`src/rtl/comp_engine_arbiter.sv`:
```
// rtl/comp_engine_arbiter.sv - round-robin arbiter sharing one compress/decompress engine between two requesters
// A single transaction is in flight at a time; an engine that stays silent is reset and answered with a controller error.
module comp_engine_arbiter #(
  parameter int DATA_WIDTH = 8,
  parameter int TIMEOUT    = 16
) (
  input  logic                    clk,
  input  logic                    reset,
  input  logic [1:0]              req_valid,
  input  logic [3:0]              req_cmd,
  input  logic [159:0]            req_data,
  input  logic [2*DATA_WIDTH-1:0] req_code,
  output logic [1:0]              req_ready,
  output logic [1:0]              rsp_valid,
  output logic [1:0]              rsp_resp,
  output logic [DATA_WIDTH-1:0]   rsp_code,
  output logic [79:0]             rsp_data,
  output logic                    busy,
  output logic [1:0]              eng_command,
  output logic [79:0]             eng_data_in,
  output logic [DATA_WIDTH-1:0]   eng_compressed_in,
  input  logic [DATA_WIDTH-1:0]   eng_compressed_out,
  input  logic [79:0]             eng_decompressed_out,
  input  logic [1:0]              eng_response,
  output logic                    eng_reset
);

  localparam int CW = (TIMEOUT > 2) ? $clog2(TIMEOUT) : 1;
  localparam logic [CW-1:0] CNT_LAST = CW'(TIMEOUT - 1);

  localparam logic [1:0] RESP_CTRL_ERR = 2'b11;

  typedef enum logic [2:0] {
    S_IDLE,
    S_ISSUE,
    S_WAIT,
    S_RECOVER,
    S_DONE
  } state_t;

  state_t                  state_q, state_d;
  logic                    prio_q, prio_d;
  logic                    gnt_q, gnt_d;
  logic [CW-1:0]           cnt_q, cnt_d;
  logic [1:0]              cmd_q, cmd_d;
  logic [79:0]             data_q, data_d;
  logic [DATA_WIDTH-1:0]   code_q, code_d;
  logic [1:0]              resp_q, resp_d;
  logic [DATA_WIDTH-1:0]   rcode_q, rcode_d;
  logic [79:0]             rdata_q, rdata_d;

  logic                    win_valid;
  logic                    win;
  logic [1:0]              win_cmd;
  logic [79:0]             win_data;
  logic [DATA_WIDTH-1:0]   win_code;

  // Both valid: the priority pointer decides; otherwise the lone requester wins.
  always_comb begin
    win_valid = |req_valid;
    win       = (req_valid == 2'b11) ? prio_q : req_valid[1];
    win_cmd   = win ? req_cmd[3:2] : req_cmd[1:0];
    win_data  = win ? req_data[159:80] : req_data[79:0];
    win_code  = win ? req_code[2*DATA_WIDTH-1:DATA_WIDTH] : req_code[DATA_WIDTH-1:0];
  end

  always_comb begin
    state_d = state_q;
    prio_d  = prio_q;
    gnt_d   = gnt_q;
    cnt_d   = cnt_q;
    cmd_d   = cmd_q;
    data_d  = data_q;
    code_d  = code_q;
    resp_d  = resp_q;
    rcode_d = rcode_q;
    rdata_d = rdata_q;

    case (state_q)
      S_IDLE: begin
        if (win_valid) begin
          gnt_d  = win;
          prio_d = ~win;
          cmd_d  = win_cmd;
          data_d = win_data;
          code_d = win_code;
          if (^win_cmd) begin
            state_d = S_ISSUE;
          end else begin
            resp_d  = RESP_CTRL_ERR;
            rcode_d = '0;
            rdata_d = '0;
            state_d = S_DONE;
          end
        end
      end
      S_ISSUE: begin
        cnt_d   = '0;
        state_d = S_WAIT;
      end
      S_WAIT: begin
        // A response in the terminal-count cycle still beats the timeout.
        if (eng_response != 2'b00) begin
          resp_d  = eng_response;
          rcode_d = eng_compressed_out;
          rdata_d = eng_decompressed_out;
          state_d = S_DONE;
        end else if (cnt_q == CNT_LAST) begin
          state_d = S_RECOVER;
        end else begin
          cnt_d = cnt_q + CW'(1);
        end
      end
      S_RECOVER: begin
        resp_d  = RESP_CTRL_ERR;
        rcode_d = '0;
        rdata_d = '0;
        state_d = S_DONE;
      end
      S_DONE: begin
        state_d = S_IDLE;
      end
      default: begin
        state_d = S_IDLE;
      end
    endcase
  end

  always_ff @(posedge clk) begin
    if (!reset) begin
      state_q <= S_IDLE;
      prio_q  <= 1'b0;
      gnt_q   <= 1'b0;
      cnt_q   <= '0;
      cmd_q   <= '0;
      data_q  <= '0;
      code_q  <= '0;
      resp_q  <= '0;
      rcode_q <= '0;
      rdata_q <= '0;
    end else begin
      state_q <= state_d;
      prio_q  <= prio_d;
      gnt_q   <= gnt_d;
      cnt_q   <= cnt_d;
      cmd_q   <= cmd_d;
      data_q  <= data_d;
      code_q  <= code_d;
      resp_q  <= resp_d;
      rcode_q <= rcode_d;
      rdata_q <= rdata_d;
    end
  end

  always_comb begin
    req_ready         = 2'b00;
    rsp_valid         = 2'b00;
    rsp_resp          = 2'b00;
    rsp_code          = '0;
    rsp_data          = '0;
    eng_command       = 2'b00;
    busy              = (state_q != S_IDLE);
    eng_data_in       = data_q;
    eng_compressed_in = code_q;
    eng_reset         = reset && (state_q != S_RECOVER);

    if (state_q == S_IDLE && reset && win_valid) begin
      req_ready = win ? 2'b10 : 2'b01;
    end
    if (state_q == S_ISSUE) begin
      eng_command = cmd_q;
    end
    if (state_q == S_DONE) begin
      rsp_valid = gnt_q ? 2'b10 : 2'b01;
      rsp_resp  = resp_q;
      rsp_code  = rcode_q;
      rsp_data  = rdata_q;
    end
  end

endmodule

```
`config.mk`:
```
export PLATFORM = sky130hd
export DESIGN_NAME = comp_engine_arbiter
export DESIGN_NICKNAME = d
export VERILOG_FILES = /design/src/rtl/comp_engine_arbiter.sv
export SDC_FILE = /design/constraint.sdc
export NUM_CORES = 1
export LEC_CHECK = 0
export ABC_AREA = 1
export BUFFER_PORTS_ARGS = -buffer_cell sky130_fd_sc_hd__buf_2
export CAP_MARGIN = 10
export CORE_AREA = 3 3 177 179
export DETAILED_ROUTE_END_ITERATION = 12
export DIE_AREA = 0 0 180 182
export PLACE_DENSITY = 0.68
export SKIP_LAST_GASP = 1
export SYNTH_ARGS = -nofsm -noshare
export SYNTH_HDL_FRONTEND = slang
export SYNTH_SLANG_ARGS = --single-unit
```
`constraint.sdc`:
```
create_clock -name clk -period 2.4 [get_ports clk]
set_clock_uncertainty 0.15 [all_clocks]
set_input_delay 0.48 -clock clk [delete_from_list [all_inputs] [get_ports clk]]
set_output_delay 0.48 -clock clk [all_outputs]
set_load 0.02 [all_outputs]
```
==> flow_summary.ini, run 1 <==
[status]
status = finished, final reports clean

[setup_path]
timing_worst_setup_path_type = flip-flop to primary output
worst_r2r_path_depth = 11
critPathCaptureType = primary output
crit_required_ps = 1770
worst-path-max-fanout = 29
crit_arrival_ps = 1690
setup.worst_path.start_class = flip-flop

[sta]
timing.slew.headroom_pct = 57.7
final_min_period_over_clock_period_pct = 96.8
timing_max_transition_violations_final = 0
final.setup.tns_ps = 0
timing.hold.ws_ps = 94.9
hold_viol = 0
setup_viol = 0
rsz0062_at_grt = no
achievable-frequency_mhz = 430
timing_worst_slew_pin_value_ps = 635
fin_ws_ps = 76.6
layout_min_cycle_time_ps = 2320

[global_route]
initial_antenna_violation_count = 9
first_global_vias = 10100
grt_start_max_net_pins = 137
grt_use_total_pct = 20.4
grt_pass1_wl_um = 54200
overflow = 0

[pwr]
leakagePower_nw = 6.79
power-per-cell-area_nw_per_um2 = 979
seqPwrFrac_pct = 35.4
logic_pwr_share_pct = 41.9
p_int_mw = 7.17
worst_ir_drop_vdd_v = 0.000486
p_switching_mw = 5.01
sw_frac_of_total_pct = 41.1
clockPowerShare_pct = 22.8

[detailed_routing]
first_pass_iters = 5
routed_wirelength_um = 35100
ant_nets = 0
routed.top_layer = met5
detail_route.drc_violations = 0
total_via_count_after_detailed_routing = 10600
drt_iter0_drc = 680
viasPerCell = 4.69
detail_route.wirelength.met1_um = 14100
drt-wirelength-per-cell_um = 15.5
met2_length_um = 17200
met3_wirelength_um = 3140

[cts]
clkSlewWorstSetupHoldPaths_ps = 70
htreeDepth = 4
maximum_count_of_clock_buffers_along_a_single_path = 2
worst_skew_pair.late_latency_ps = 420
clock_tree.root_cell = sky130_fd_sc_hd__clkbuf_16
number_of_sinks_on_the_clock_net = 189
cts-buffers-inserted = 17
cts_tree = yes

[placed_design]
gp_routability_congestion = 0.876
port_buffers = 459
detailedPlace.worstSlack_ps = 250
placed_cell_area_um2 = 11800
detailedPlacementHpwl_um = 24700

[hold_path]
hp-class = input port to flip-flop
hold_depth = 3

[synthesis]
syn_avg_cell_area_um2 = 6.26
ys_warn_count = 0
synth-seq-area-share_pct = 41.7
yosys.cell_types.count = 28
ys.flop_type = sky130_fd_sc_hd__dfxtp_1
syn_inst = 1447
synth-edff-count = 0
syn-cell-area_um2 = 9060
synth.ff_latch_count = 189
postSynth.asyncResetShare_pct = 0
synthesis.nets = 1722

[final_layout]
num-nets-final = 2130
final_cell_area_excluding_filler_cells_um2 = 12400
flow.area_growth_from_synthesis_pct = 37.2
multi_input_area_um2 = 4140
final_common_cell = sky130_fd_sc_hd__buf_2
register_area_um2 = 3780
layout_common_cells = 456 x sky130_fd_sc_hd__buf_2, 440 x sky130_fd_sc_hd__nand2_1, 233 x sky130_fd_sc_hd__nor2_1, 188 x sky130_fd_sc_hd__dfxtp_1, 180 x sky130_fd_sc_hd__nand3_1
fillerInstances = 3145
drive_above_1_share_pct = 30.1

[floorplanning]
core_um2 = 29700
initial_core_util_pct = 30.5
io_pins = 460
die_height_um = 182
dieWidth_um = 180
floorplan.rows = 63
design.die.area_um2 = 32800

[flow_run]
cap_violations = 0
-- sequential cells by signal (all words and copies together), names as in the netlist --
register,count
eng_compressed_in,8
eng_data_in,80
rcode_q,8
cmd_q,2
resp_q,2
prio_q,1
rdata_q,80
cnt_q,4
state_q,3
gnt_q,1
-- metal layers --
| metal | vias up | global-route usage [%] |
|---|---|---|
| li1 | 5239 | - |
| met1 | 4871 | 24.3 |
| met2 | 451 | 35.5 |
| met3 | 40 | 6.51 |
| met4 | 6 | 5.48 |
| met5 | - | 0 |
-- cell families after synthesis --
logic type	Yosys count	share of synthesized area (%)
buf+inv	301	13.1
flops	189	41.7
compound gates	16	1.05
simple gates	940	44.0
fa+ha+maj	1	0.138
-- final cells by class --
cell class | instances | area share [%]
well taps | 390 | 3.92
flip-flops and latches | 189 | 30.4
inverters | 200 | 6.04
clock inverters | 7 | 0.463
clock buffers | 24 | 4.03
repair buffers | 490 | 21.8
multi-input cells | 957 | 33.2
diodes | 6 | 0.121
-- worst paths after layout --
check	end	slack, ps	startpoint
worst max-delay path	rsp_data[28]	80	state_q[1]
worst min-delay path	eng_data_in[65]	90	req_data[145]
worst max register to register	eng_data_in[64]	380	state_q[0]
worst min register to register	resp_q[0]	310	resp_q[0]
-- power by group through the flow --
stage	combinational (mW)	sequential, mW	clock [mW]
after CTS	5.13	4.31	2.85
after detailed placement	5.03	4.36	0
after global placement	4.95	4.35	0
final	5.10	4.31	2.77
after floorplan	3.04	4.71	0
after global routing	5.73	4.39	2.99
-- worst max-delay path, cell delays in order, from the launching register on --
cell and delay, ps:
sky130_fd_sc_hd__dfxtp_1 360, sky130_fd_sc_hd__inv_2 100, sky130_fd_sc_hd__nand3_4 100, sky130_fd_sc_hd__buf_4 170, sky130_fd_sc_hd__buf_16 160, sky130_fd_sc_hd__nor2_1 160
sky130_fd_sc_hd__buf_2 190
-- timing repair --
action	in CTS	in global routing
buffers inserted	7	1
endpoints found under the setup margin	56	4
pin swaps	2	1
resized for setup	4	4
hold buffers	0	0
cloned	1	0
-- synthesized netlist by cell type, types with 3 or more instances --
cell type	n	area share [%]
sky130_fd_sc_hd__dfxtp_1	189	42
sky130_fd_sc_hd__inv_2	28	1.2
sky130_fd_sc_hd__nand2_2	3	0.21
sky130_fd_sc_hd__nor2_1	234	9.7
sky130_fd_sc_hd__nand4_1	67	4.6
sky130_fd_sc_hd__nand2_1	441	18
sky130_fd_sc_hd__buf_4	4	0.33
sky130_fd_sc_hd__buf_2	26	1.4
sky130_fd_sc_hd__o21ai_0	4	0.22
sky130_fd_sc_hd__inv_1	172	7.1
sky130_fd_sc_hd__buf_1	11	0.46
sky130_fd_sc_hd__nor3_1	4	0.22
sky130_fd_sc_hd__a21oi_1	7	0.39
sky130_fd_sc_hd__nand3_1	181	10
sky130_fd_sc_hd__clkbuf_1	59	2.4
-- stage by stage --
step / power, mW / utilization [%] / std cells
final: 12.2 / 41.9 / 2263
after floorplan: 7.75 / - / 1447
after global placement: 9.30 / 39.6 / 2217
after detailed placement: 9.39 / 39.6 / 2217
after global routing: 13.1 / 41.8 / 2261
after CTS: 12.3 / 41.8 / 2256
Note: power is estimated with default switching activity, not from simulation.
==> run 2: changes to the inputs <==
--- a/config.mk
+++ b/config.mk
@@ -8,9 +8,10 @@
 export ABC_AREA = 1
 export BUFFER_PORTS_ARGS = -buffer_cell sky130_fd_sc_hd__buf_2
 export CAP_MARGIN = 10
-export CORE_AREA = 3 3 177 179
+export CORE_AREA = 3 3 176 178
+export CTS_CLUSTER_SIZE = 10
 export DETAILED_ROUTE_END_ITERATION = 12
-export DIE_AREA = 0 0 180 182
+export DIE_AREA = 0 0 179 181
 export PLACE_DENSITY = 0.68
 export SKIP_LAST_GASP = 1
 export SYNTH_ARGS = -nofsm -noshare
==> flow_summary.ini, run 2 (synthesis results as in run 1) <==
[pwr]
power.total_mw = 12.4
worst_ir_drop_vdd_v = 0.000446
power-per-cell-area_nw_per_um2 = 998
leakagePower_nw = 6.77

[final_layout]
final_common_cell = sky130_fd_sc_hd__buf_2
drive_above_1_share_pct = 29.9
layout_common_cells = 457 x sky130_fd_sc_hd__buf_2, 439 x sky130_fd_sc_hd__nand2_1, 231 x sky130_fd_sc_hd__nor2_1, 189 x sky130_fd_sc_hd__dfxtp_1, 180 x sky130_fd_sc_hd__nand3_1
flow.area_growth_from_synthesis_pct = 37.0
final_cell_area_excluding_filler_cells_um2 = 12400
final_core_util_pct = 42.0
num-nets-final = 2122
finalNonFillerCells = 2252
fillerInstances = 3139

[cts]
htreeDepth = 4
cts_tree = yes
maximum_count_of_clock_buffers_along_a_single_path = 2
clkSlewWorstSetupHoldPaths_ps = 80
worst_skew_pair.late_latency_ps = 430
number_of_hold_repair_buffers_added_at_the_cts_stage = 0
number_of_sinks_on_the_clock_net = 189
clock_tree.root_cell = sky130_fd_sc_hd__clkbuf_16
cts-buffers-inserted = 17

[status]
status = finished, final reports clean

[hold_path]
hp-class = input port to flip-flop
hold_depth = 3
worst_hold_startpoint = req_data[115]

[placed_design]
port_buffers = 459
detailedPlacementHpwl_um = 24600
post-place-cells = 2215
detailedPlace.worstSlack_ps = 207
placed_cell_area_um2 = 11800
gp_routability_congestion = 0.890

[sta]
timing.hold.ws_ps = 90.0
timing_max_transition_violations_final = 0
hold_viol = 0
final_min_period_over_clock_period_pct = 97.7
setup_viol = 0
achievable-frequency_mhz = 426
fin_ws_ps = 54.1
timing.slew.headroom_pct = 42.5
final.setup.tns_ps = 0
layout_min_cycle_time_ps = 2350
timing_worst_slew_pin_value_ps = 862
rsz0062_at_grt = yes

[detailed_routing]
routed_wirelength_um = 34700
drt_iter0_drc = 687
detail_route.drc_violations = 0
drt-wirelength-per-cell_um = 15.4
total_via_count_after_detailed_routing = 10500
first_pass_iters = 5
viasPerCell = 4.66
ant_nets = 0

[setup_path]
cp-startpoint = state_q[2]
worst-path-max-fanout = 66
critPathCaptureType = primary output
worst_r2r_path_depth = 10
worst_r2r_src = state_q[2]
crit_required_ps = 1770
crit_arrival_ps = 1720
setup.worst_path.start_class = flip-flop
timing_worst_setup_path_type = flip-flop to primary output

[floorplanning]
floorplan.rows = 63
die_height_um = 181
initial_core_util_pct = 30.7
io_pins = 460
dieWidth_um = 179
core_um2 = 29600
design.die.area_um2 = 32400

[global_route]
overflow = 0
initial_antenna_violation_count = 6
grt_use_total_pct = 20.4
grt_pass1_wl_um = 52900
grt_start_max_net_pins = 129
first_global_vias = 9727

[flow_run]
cap_violations = 0
## run 2: critical path, cell delays in order, from the launching register on
cell and delay, ps:
sky130_fd_sc_hd__dfxtp_1 380, sky130_fd_sc_hd__buf_4 170, sky130_fd_sc_hd__nand3_4 90, sky130_fd_sc_hd__buf_12 190, sky130_fd_sc_hd__nor2_1 210, sky130_fd_sc_hd__buf_2 200
## run 2: final cells by class
class                   instances  area [um^2]  share of cell area, %
repair buffers                482         2640                   21.3
clock buffers                  19          433                   3.49
inverters                     200          751                   6.05
clock inverters                12          161                   1.30
well taps                     390          488                   3.93
multi-input cells             957         4150                   33.4
flip-flops and latches        189         3780                   30.5
diodes                          3         7.51                 0.0605
## run 2: final timing paths
path         slack [ps]              end
min reg2reg         320        resp_q[0]
max reg2reg         290      rdata_q[10]
max                  50     rsp_data[42]
min                  90  eng_data_in[35]
## run 2: report_power, final
part / total [mW] / internal, mW / switching, mW
Clock: 2.97 / 1.65 / 1.32
Combinational: 5.11 / 1.72 / 3.39
Sequential: 4.30 / 3.98 / 0.319
## run 2: metal layers
layer  part of all wire, %  global-route usage, %  vias to the layer above
met2                    47                   33.5                      488
met1                    41                   25.6                     4740
met3                   9.8                   6.39                       53
li1                      -                      -                     5214
met4                   2.6                   6.08                        2
met5                 0.037                      0                        -
## run 2: repair_timing
item	CTS	global route
pin swaps	0	1
setup endpoints to repair	2	7
gates cloned	0	0
resized for setup	1	6
setup buffers	1	2
==> run 3: changes to the inputs <==
--- a/config.mk
+++ b/config.mk
@@ -5,14 +5,13 @@
 export SDC_FILE = /design/constraint.sdc
 export NUM_CORES = 1
 export LEC_CHECK = 0
-export ABC_AREA = 1
 export BUFFER_PORTS_ARGS = -buffer_cell sky130_fd_sc_hd__buf_2
 export CAP_MARGIN = 10
-export CORE_AREA = 3 3 176 178
+export CORE_AREA = 3 3 177 179
 export CTS_CLUSTER_SIZE = 10
 export DETAILED_ROUTE_END_ITERATION = 12
-export DIE_AREA = 0 0 179 181
-export PLACE_DENSITY = 0.68
+export DIE_AREA = 0 0 180 182
+export PLACE_DENSITY = 0.65
 export SKIP_LAST_GASP = 1
 export SYNTH_ARGS = -nofsm -noshare
 export SYNTH_HDL_FRONTEND = slang
==> flow_summary.ini, run 3 <==
[cts]
cts_tree = yes
worst_skew_pair.late_latency_ps = 430
maximum_count_of_clock_buffers_along_a_single_path = 2
clock_tree.root_cell = sky130_fd_sc_hd__clkbuf_16
cts-buffers-inserted = 17
number_of_hold_repair_buffers_added_at_the_cts_stage = 0
htreeDepth = 4
clkSlewWorstSetupHoldPaths_ps = 80
number_of_sinks_on_the_clock_net = 189

[sta]
final_min_period_over_clock_period_pct = 99.0
timing.slew.headroom_pct = 67.6
timing_worst_slew_pin_value_ps = 486
fin_ws_ps = 23.8
rsz0062_at_grt = yes
layout_min_cycle_time_ps = 2380
timing_max_transition_violations_final = 0
achievable-frequency_mhz = 421
setup_viol = 0
hold_viol = 0

[global_route]
grt_use_met1_pct = 22.2
globalRouteMet2Util_pct = 32.2
overflow = 0
grt_pass1_wl_um = 48700
grt_use_total_pct = 18.5
top_usage_layer = met2
grt_start_max_net_pins = 91
initial_antenna_violation_count = 6
first_global_vias = 8633
met3_track_usage_gr_pct = 5.77

[floorplanning]
dieWidth_um = 180
floorplan.rows = 63
design.die.area_um2 = 32800
io_pins = 460
core_um2 = 29700
initial_core_util_pct = 27.5
die_height_um = 182

[hold_path]
hp-class = input port to flip-flop

[pwr]
power-per-cell-area_nw_per_um2 = 788
power.total_mw = 9.64
leakagePower_nw = 5.57
worst_ir_drop_vdd_v = 0.000438

[synthesis]
yosys.area.top_type_share_pct = 46.2
synthesis.nets = 1246
synth_xor_area_share_pct = 0.428
ys_warn_count = 0
synth_top_area_cell = sky130_fd_sc_hd__dfxtp_1
synth.ff_latch_count = 189
adder_and_majority_cell_fraction_of_the_synthesized_area_pct = 0.153
syn_inst = 971
synth.mux.area_fraction_pct = 0
synth_area_in_compound_gates_pct = 25.2
yosys.cell_types.count = 39
synth-seq-area-share_pct = 46.2
ys.flop_type = sky130_fd_sc_hd__dfxtp_1
yosys.area_share.simple_pct = 22.3
syn-cell-area_um2 = 8190
syn_avg_cell_area_um2 = 8.43
synth_top_family_by_area = compound AO/OA/AOI/OAI gates
synth.area.top_cells = sky130_fd_sc_hd__dfxtp_1 46%, sky130_fd_sc_hd__nand2_1 12%, sky130_fd_sc_hd__a311oi_1 8.7%
postSynth.asyncResetShare_pct = 0
synth_top_cells_by_count = 272 x sky130_fd_sc_hd__nand2_1, 189 x sky130_fd_sc_hd__dfxtp_1, 94 x sky130_fd_sc_hd__and2_1
synth_most_common_cell = sky130_fd_sc_hd__nand2_1
synth-edff-count = 0

[setup_path]
crit_arrival_ps = 1750
crit_required_ps = 1770
timing_worst_setup_path_type = flip-flop to primary output
worst_path_largest_cell_delay_ps = 360
critical_path.cell_chain = nor3_4 > buf_6 > buf_12 > buf_16 > and2_1 > buf_4
setup.worst_path.start_class = flip-flop
worst-path-max-fanout = 11
critPathCaptureType = primary output
worst_path_max_delay_cell = sky130_fd_sc_hd__dfxtp_4

[placed_design]
port_buffers = 459
post-place-cells = 1764
placed_cell_area_um2 = 11000
detailedPlacementHpwl_um = 22700
gp_routability_congestion = 0.887
detailedPlace.worstSlack_ps = 276

[flow_run]
cap_violations = 0

[final_layout]
final_common_cell = sky130_fd_sc_hd__buf_2
drive_above_1_share_pct = 41.8
layout_common_cells = 391 x sky130_fd_sc_hd__buf_2, 272 x sky130_fd_sc_hd__nand2_1, 186 x sky130_fd_sc_hd__dfxtp_1, 91 x sky130_fd_sc_hd__a21oi_1, 88 x sky130_fd_sc_hd__a22oi_1
register_area_um2 = 3790
final_cell_area_excluding_filler_cells_um2 = 12200
num-nets-final = 1690
flow.area_growth_from_synthesis_pct = 49.5
multi_input_area_um2 = 4040
finalNonFillerCells = 1824
fillerInstances = 3020

[detailed_routing]
drt_iter0_drc = 510
viasPerCell = 4.96
detail_route.drc_violations = 0
ant_nets = 0
total_via_count_after_detailed_routing = 9053
routed_wirelength_um = 32500
drt-wirelength-per-cell_um = 17.8
first_pass_iters = 5

[status]
status = finished, final reports clean
-- run 3: cell types whose count changed after synthesis, sizes merged, moves of 65 or more --
cell | before | now
nor2 | 238 | 10
inv | 200 | 4
nand3 | 183 | 10
nand2 | 444 | 272
and2 | 0 | 94
a311oi | 0 | 90
a22oi | 0 | 88
a21oi | 7 | 91
nand4 | 67 | 2
-- run 3: critical path: cells and delay by family (launching register included) --
| family | cells | cell delay (ps) |
|---|---|---|
| AND/OR/NAND/NOR | 2 | 340 |
| flip-flops | 1 | 360 |
| buffers and inverters | 4 | 610 |
-- run 3: layout make-up --
class | instances | share of cell area, %
Clock inverter | 13 | 1.08
Sequential cell | 189 | 31.0
Clock buffer | 19 | 3.54
Timing Repair Buffer | 515 | 27.1
Inverter | 4 | 0.133
Tap cell | 390 | 3.99
Antenna cell | 6 | 0.123
Multi-Input combinational cell | 688 | 33.0
-- run 3: final timing paths --
| check | slack (ps) | end | start | depth (start not counted) |
|---|---|---|---|---|
| setup / recovery | 20 | rsp_data[61] | state_q[0] | 6 |
| hold / removal | 70 | eng_data_in[74] | req_data[154] | 3 |
| setup reg to reg | 130 | rdata_q[61] | state_q[0] | 8 |
| hold reg to reg | 310 | prio_q | prio_q | 1 |
-- run 3: per-stage QoR --
step | hold slack (ps) | utilization, % | TNS [ps]
5_1_grt | 57.9 | 41.2 | -462
2_1_floorplan | 267 | - | 0
3_3_place_gp | 289 | 36.9 | 0
3_5_place_dp | 301 | 36.9 | 0
6_report | 75.0 | 41.2 | 0
4_1_cts | 46.7 | 40.5 | -402
-- run 3: kinds of logic (layout without fill, tap and decap cells) --
logic type | after synthesis | in the layout
XOR/XNOR | 4 | 4
adder cells (fa/ha/maj) | 1 | 1
other | 0 | 6
AND/OR/NAND/NOR | 402 | 402
buffers and inverters | 94 | 551
flip-flops | 189 | 189
AO/OA/AOI/OAI | 281 | 281
-- run 3: metal layers --
metal	up-vias	part of all wire, %
met5	-	0
met4	0	2.4
met3	46	7.5
met2	401	49
met1	4260	41
li1	4346	-
-- run 3: repair_timing --
action,4_1_cts,5_1_grt
pin swaps,7,3
resized for setup,99,41
setup endpoints to repair,90,74
setup buffers,10,7
cloned,5,3
-- run 3: power breakdown --
part / internal (mW) / switching, mW / leakage [nW]
Clock: 1.46 / 1.37 / 0.268
Sequential: 3.52 / 0.216 / 1.55
Combinational: 1.18 / 1.88 / 3.76
